--- config.mk ---
export PLATFORM = sky130hd
export DESIGN_NAME = fc_classifier_flat
export DESIGN_NICKNAME = d
export VERILOG_FILES = /design/src/rtl/fc_classifier_if.sv /design/src/rtl/fc_classifier.sv /design/src/flat_wrapper.sv
export SDC_FILE = /design/constraint.sdc
export NUM_CORES = 1
export LEC_CHECK = 0
export CORE_ASPECT_RATIO = 1.5
export CORE_MARGIN = 1
export CORE_UTILIZATION = 40
export CTS_CLUSTER_DIAMETER = 30
export DETAILED_ROUTE_END_ITERATION = 10
export PLACE_DENSITY = 0.61
export RECOVER_POWER = 25
export SKIP_CTS_REPAIR_TIMING = 1
export SYNTH_ARGS = -nofsm -noshare
export SYNTH_HDL_FRONTEND = slang
export SYNTH_SLANG_ARGS = --single-unit
export TNS_END_PERCENT = 10
--- constraint.sdc ---
create_clock -name clk -period 14.12 [get_ports clk]
set_input_delay 1.412 -clock clk [delete_from_list [all_inputs] [get_ports clk]]
set_output_delay 1.412 -clock clk [all_outputs]
set_load 0.02 [all_outputs]
--- src/rtl/fc_classifier_if.sv ---
// Handshake and ROM bus of the fully connected classifier: start/feature vector in,
// weight ROM address/data, and the classification result.
interface fc_classifier_if #(
  parameter int N_IN  = 26,
  parameter int N_OUT = 4,
  parameter int ACC_W = 24,
  parameter int AW    = $clog2(N_OUT*(N_IN+1)),
  parameter int CW    = (N_OUT > 1) ? $clog2(N_OUT) : 1
);
  logic                    start;
  logic [N_IN-1:0][7:0]    input_vector;
  logic [AW-1:0]           w_addr;
  logic signed [7:0]       w_data;
  logic                    busy;
  logic                    done;
  logic [CW-1:0]           class_idx;
  logic signed [ACC_W-1:0] class_score;

  modport master (
    output start, input_vector, w_data,
    input  w_addr, busy, done, class_idx, class_score
  );

  modport slave (
    input  start, input_vector, w_data,
    output w_addr, busy, done, class_idx, class_score
  );
endinterface

--- src/rtl/fc_classifier.sv ---
// Fully connected output layer with argmax: one dot product plus bias per class,
// weights streamed from a 1-cycle-latency ROM, winning index and score reported.
module fc_classifier #(
  parameter int N_IN  = 26,
  parameter int N_OUT = 4,
  parameter int ACC_W = 24,
  parameter int AW    = $clog2(N_OUT*(N_IN+1))
) (
  input  logic            clk,
  input  logic            rst,
  fc_classifier_if.slave  bus
);
  localparam int DATA_W = 8;
  localparam int COEF_W = 8;
  localparam int IW     = $clog2(N_IN+2);
  localparam int CW     = (N_OUT > 1) ? $clog2(N_OUT) : 1;

  typedef enum logic [2:0] {S_IDLE, S_LOAD, S_DRAIN, S_COMPARE, S_DONE} state_t;

  state_t r_state, w_state_nx;

  logic signed [DATA_W-1:0] r_x [N_IN];
  logic [IW-1:0]            r_in_idx;
  logic [CW-1:0]            r_out_idx;
  logic [AW-1:0]            r_w_addr;
  logic signed [ACC_W-1:0]  r_acc;
  logic signed [ACC_W-1:0]  r_best_score;
  logic [CW-1:0]            r_best_idx;
  logic [CW-1:0]            r_class_idx;
  logic signed [ACC_W-1:0]  r_class_score;
  logic                     r_vld_p0;
  logic                     r_bias_p0;
  logic [IW-1:0]            r_j_p0;

  logic                     w_busy;
  logic                     w_done;
  logic                     w_last_w;
  logic                     w_last_n;
  logic                     w_take;
  logic signed [ACC_W-1:0]  w_term;
  logic signed [ACC_W-1:0]  w_best_score_nx;
  logic [CW-1:0]            w_best_idx_nx;

  function automatic logic signed [ACC_W-1:0] mac_term(input logic signed [DATA_W-1:0] x,
                                                       input logic signed [COEF_W-1:0] w);
    logic signed [DATA_W+COEF_W-1:0] p;
    p = x * w;
    return ACC_W'(p);
  endfunction

  function automatic logic signed [ACC_W-1:0] sext_bias(input logic signed [COEF_W-1:0] b);
    return ACC_W'(b);
  endfunction

  assign w_last_w = (r_in_idx == IW'(N_IN));
  assign w_last_n = (r_out_idx == CW'(N_OUT-1));

  always_ff @(posedge clk) begin
    if (rst) r_state <= S_IDLE;
    else     r_state <= w_state_nx;
  end

  always_comb begin
    w_state_nx = r_state;
    unique case (r_state)
      S_IDLE:    if (bus.start) w_state_nx = S_LOAD;
      S_LOAD:    if (w_last_w) w_state_nx = S_DRAIN;
      S_DRAIN:   w_state_nx = S_COMPARE;
      S_COMPARE: w_state_nx = w_last_n ? S_DONE : S_LOAD;
      S_DONE:    w_state_nx = S_IDLE;
      default:   w_state_nx = S_IDLE;
    endcase
  end

  always_comb begin
    w_busy = (r_state != S_IDLE);
    w_done = (r_state == S_DONE);
  end

  // Stage p0: ROM data returns one cycle after its address; j and the bias flag travel with it.
  always_comb begin
    w_term = r_bias_p0 ? sext_bias(bus.w_data) : mac_term(r_x[r_j_p0], bus.w_data);
  end

  always_comb begin
    w_take          = (r_out_idx == '0) || (r_acc > r_best_score);
    w_best_score_nx = w_take ? r_acc : r_best_score;
    w_best_idx_nx   = w_take ? r_out_idx : r_best_idx;
  end

  always_ff @(posedge clk) begin
    if (rst) begin
      for (int i = 0; i < N_IN; i++) r_x[i] <= '0;
      r_in_idx      <= '0;
      r_out_idx     <= '0;
      r_w_addr      <= '0;
      r_acc         <= '0;
      r_best_score  <= '0;
      r_best_idx    <= '0;
      r_class_idx   <= '0;
      r_class_score <= '0;
      r_vld_p0      <= 1'b0;
      r_bias_p0     <= 1'b0;
      r_j_p0        <= '0;
    end else begin
      r_vld_p0  <= (r_state == S_LOAD);
      r_bias_p0 <= (r_state == S_LOAD) && w_last_w;
      r_j_p0    <= r_in_idx;
      if (r_vld_p0) r_acc <= r_acc + w_term;
      unique case (r_state)
        S_IDLE: begin
          if (bus.start) begin
            for (int i = 0; i < N_IN; i++) r_x[i] <= bus.input_vector[i];
            r_in_idx  <= '0;
            r_out_idx <= '0;
            r_acc     <= '0;
            r_w_addr  <= '0;
          end
        end
        S_LOAD: begin
          r_in_idx <= r_in_idx + IW'(1);
          // Hold the bias address through DRAIN/COMPARE; the next neuron starts right after it.
          if (!w_last_w) r_w_addr <= r_w_addr + AW'(1);
        end
        S_COMPARE: begin
          r_best_score <= w_best_score_nx;
          r_best_idx   <= w_best_idx_nx;
          r_acc        <= '0;
          r_in_idx     <= '0;
          if (w_last_n) begin
            r_class_idx   <= w_best_idx_nx;
            r_class_score <= w_best_score_nx;
            r_w_addr      <= '0;
          end else begin
            r_out_idx <= r_out_idx + CW'(1);
            r_w_addr  <= r_w_addr + AW'(1);
          end
        end
        default: ;
      endcase
    end
  end

  assign bus.w_addr      = r_w_addr;
  assign bus.busy        = w_busy;
  assign bus.done        = w_done;
  assign bus.class_idx   = r_class_idx;
  assign bus.class_score = r_class_score;
endmodule
--- src/flat_wrapper.sv ---
// flat-port wrapper written by rule: the top's interface ports become plain ports
module fc_classifier_flat 
#(
  parameter int N_IN  = 26,
  parameter int N_OUT = 4,
  parameter int ACC_W = 24,
  parameter int AW    = $clog2(N_OUT*(N_IN+1))
)
  (clk, rst, bus_start, bus_input_vector, bus_w_data, bus_w_addr, bus_busy, bus_done, bus_class_idx, bus_class_score);
  fc_classifier_if #(.N_IN(N_IN), .N_OUT(N_OUT), .ACC_W(ACC_W), .AW(AW)) bus_i ();
  input  logic clk;
  input  logic rst;
  input wire logic [$bits(bus_i.start)-1:0] bus_start;
  input wire logic [$bits(bus_i.input_vector)-1:0] bus_input_vector;
  input wire logic [$bits(bus_i.w_data)-1:0] bus_w_data;
  output wire logic [$bits(bus_i.w_addr)-1:0] bus_w_addr;
  output wire logic [$bits(bus_i.busy)-1:0] bus_busy;
  output wire logic [$bits(bus_i.done)-1:0] bus_done;
  output wire logic [$bits(bus_i.class_idx)-1:0] bus_class_idx;
  output wire logic [$bits(bus_i.class_score)-1:0] bus_class_score;
  assign bus_i.start = bus_start;
  assign bus_i.input_vector = bus_input_vector;
  assign bus_i.w_data = bus_w_data;
  assign bus_w_addr = bus_i.w_addr;
  assign bus_busy = bus_i.busy;
  assign bus_done = bus_i.done;
  assign bus_class_idx = bus_i.class_idx;
  assign bus_class_score = bus_i.class_score;
  fc_classifier #(.N_IN(N_IN), .N_OUT(N_OUT), .ACC_W(ACC_W), .AW(AW)) u_core (.clk(clk), .rst(rst), .bus(bus_i));
endmodule
==> flow_summary_export.csv <==
group,metric,value,unit
global_route,grt_first_pass_wirelength,68000,um
pwr,p_int,0.00235,W
yosys,avgSynthCellArea,11.5,um2
run_status,violations,"max-capacitance violations, max-slew violations",
worst_setup_path,timing.critical_path.max_delay_family,"adder cells",
final_layout,nets,2130,
yosys,synth_edf_count,208,
clocking,htreeDepth,2,
yosys,ys_ff_latch,308,
hold_path,hp-start,"u_core.bus.class_score[17]$_SDFFE_PP0P_",
pwr,cellLeakagePower,8.87,nW
pwr,pwr-share-comb,0.343,
global_route,overflow,0,
floorplanning,rows,94,
hold_path,hold_depth,2,
final_layout,syn_to_final_growth,26.6,%
clocking,clk_pin_slew,0.05,ns
sta,tightest_slew,3.26,ns
floorplanning,pin_count,254,
place,dpl.hpwl,32000,um
worst_setup_path,cp_data_arrival_time,9.84,ns
routing,ant_nets,0,
final_layout,drive_gt1_frac,0.0981,
routing,wl_per_cell,17.9,um
floorplanning,die-area,45100,um2
routing,drt-total-wl,42900,um
place,dp_cells,2297,
yosys,ys_seq_area_frac,0.466,
floorplanning,coreArea,43800,um2
yosys,synth_nets,1893,
place,routabilityCongestion,0.876,
yosys,ys_warn_count,0,
run_status,status,"finished, violations left",
pwr,power_switching_share,0.323,
sta,finalHoldViolCount,0,
final_layout,final_core_util,0.512,
routing,drtIter0Drc,483,
clocking,clk_path_buf_depth,3,
clocking,cts.sinks,308,
hold_path,worstHoldEndpoint,"u_core.bus.class_score[17]$_SDFFE_PP0P_",
yosys,synthArstFlopShare,0,
global_route,antenna_found_initial,0,
final_layout,fin_cells,2390,
floorplanning,start_util,0.404,
yosys,syn-cell-area,17700,um2
yosys,synth_cell_types,61,
sta,finalCritPeriodShare,0.664,
routing,routed_via_density,5.07,
final_layout,n_antenna_cell,0,
sta,final-max-slew-violation-count,179,
sta,clock_skew,0.0352,ns
global_route,grt_pass1_vias,12700,
pwr,worst_ir_drop_vdd,91.2,uV
worst_setup_path,r2r-end,"u_core.r_acc[23]$_SDFF_PP0_",
sta,tns,0,ns
yosys,synthCells,1536,
pwr,power.density,155,nW/um2
worst_setup_path,cp-end-kind,"register",
pwr,total_power,0.00347,W
sta,finalSetupViolCount,0,
pwr,netSwitchingPower,0.00112,W
global_route,grt_max_degree,145,
hold_path,hp-class,"reg -> reg",
sta,grt_setup_unrepaired,"no",
global_route,track_usage,0.194,
worst_setup_path,cp_max_fo,41,
worst_setup_path,critical_path_class,"reg -> reg",
routing,post-route-drc-count,0,
worst_setup_path,slowest_stage,"buf_4",
worst_setup_path,path_buf_inv,4,
floorplanning,die_y,260,um
floorplanning,die_w,174,um
sta,relSlewSlack,-1.18,
worst_setup_path,reg2reg_slack,4.74,ns
routing,drt_first_pass_iters,4,
clocking,cts_root_buffer,"clkbuf_16",
final_layout,final_common_cell,"clkdlybuf4s50_1",
worst_setup_path,rr_worst_depth,27,
sta,period_minus_slack,9.38,ns
worst_setup_path,startpoint_type,"register",
pwr,pwr-share-clk,0.350,
routing,vias,12100,
sta,hold_ws,0.490,ns
final_layout,final_cell_mix,"239 x clkdlybuf4s50_1, 208 x edfxtp_1, 189 x and2_1, 127 x inv_1, 98 x dfxtp_1",
clocking,numCtsBuffers,50,
worst_setup_path,crit_required,14.58,ns
worst_setup_path,cp_common_cell,"fa_1",
worst_setup_path,worst_path_largest_cell_delay,0.70,ns
pwr,seqPwrFrac,0.307,
sta,fmax,0.107,GHz
clocking,insertion_delay,0.57,ns
yosys,synthFlopType,"edfxtp_1",
run,cap_viol_max_count,3,
place,portBuffers,253,
clocking,cts_tree,"built",
==> how the worst max path moves through the flow <==
stage                                           endpoint  cells past startpoint
after detailed placement     u_core.r_acc[23]$_SDFF_PP0_                     27
after global routing         u_core.r_acc[23]$_SDFF_PP0_                     27
after CTS                    u_core.r_acc[23]$_SDFF_PP0_                     27
final                        u_core.r_acc[23]$_SDFF_PP0_                     27
after floorplan           u_core.r_x[0][0]$_SDFFCE_PN0P_                      2
after global placement       u_core.r_acc[23]$_SDFF_PP0_                     27
==> power groups by stage <==
stage | combinational, W | clock (W) | sequential [W]
final | 0.00119 | 0.00121 | 0.00106
after global routing | 0.00135 | 0.00127 | 0.00107
after CTS | 0.00120 | 0.00124 | 0.00106
after detailed placement | 0.00120 | 0 | 0.00108
after global placement | 0.00117 | 0 | 0.00108
after floorplan | 0.000888 | 0 | 0.00108
==> logic make-up (layout without fill, tap and decap cells) <==
group / after synthesis / after routing / synth area share
xor+xnor: 34 / 34 / 0.0173
simple gates: 504 / 504 / 0.157
compound gates: 228 / 228 / 0.0867
flops: 308 / 308 / 0.466
fa+ha+maj: 138 / 138 / 0.121
mux: 116 / 116 / 0.106
buf+inv: 208 / 486 / 0.0453
==> per-stage QoR <==
step	cell area, um2	setup WS (ns)
2_1_floorplan	17700	2.29
3_3_place_gp	20700	4.83
3_5_place_dp	20700	4.71
4_1_cts	22400	4.70
5_1_grt	22400	4.25
6_report	22400	4.74
==> flip-flops by register name, summed over array words and instances, names as in the netlist, 2 cells and up, named ones only <==
signal / flops
u_core.r_x: 208
u_core.bus.class_score: 24
u_core.r_acc: 24
u_core.r_best_score: 24
u_core.bus.w_addr: 7
u_core.r_in_idx: 5
u_core.r_state: 3
u_core.bus.class_idx: 2
u_core.r_best_idx: 2
u_core.r_out_idx: 2
==> worst register-to-register path, cell delays in order, from the launching register on <==
cell      delay [ns]
dfxtp_4         0.56
buf_4           0.70
mux4_2          0.62
mux4_2          0.49
mux2_2          0.35
or2_2           0.31
fa_1            0.51
fa_1            0.54
inv_1           0.05
fa_1            0.53
inv_1           0.05
fa_1            0.52
inv_1           0.04
ha_1            0.31
o21ai_0         0.08
nor2_1          0.11
o311a_4         0.39
o41ai_4         0.30
a21oi_1         0.11
a311o_1         0.55
ha_1            0.48
and3_1          0.24
a221oi_1        0.43
a21oi_1         0.16
o31ai_1         0.40
xnor2_2         0.16
a21oi_1         0.09
a31o_1          0.19
==> routing by layer <==
metal  up-vias  GRT usage  share of wire
met5         -          0              0
met4         0     0.0660          0.028
met3        72     0.0287          0.042
met2       304      0.378           0.55
met1      5842      0.212           0.38
li1       5895          -              -
==> final cells by class <==
cell class	instances	area [um2]
multi-input combinational	1020	8650
clock inverter	34	374
fill	3916	21400
timing repair buffer	265	2610
sequential	308	8250
clock buffer	59	1320
inverter	128	480
tap	576	721
==> Yosys cell counts, types with 12 or more instances <==
cell      instances  area, um2
edfxtp_1        208       6250
and2_1          190       1190
inv_1           127        477
dfxtp_1         100       2000
nor2_1           84        315
ha_1             82       1030
nor2b_1          80        500
a21oi_1          69        345
clkbuf_1         58        218
fa_1             56       1120
mux4_2           56       1260
nand2_1          48        180
mux2i_1          47        470
a21o_1           43        323
a211oi_1         42        315
nand3_1          41        205
o21ai_0          26        130
xnor2_1          21        184
nor3_1           18       90.1
buf_2            14       70.1
mux2_2           13        146
xor2_1           12        105
Power figures use the tool's default switching activity.
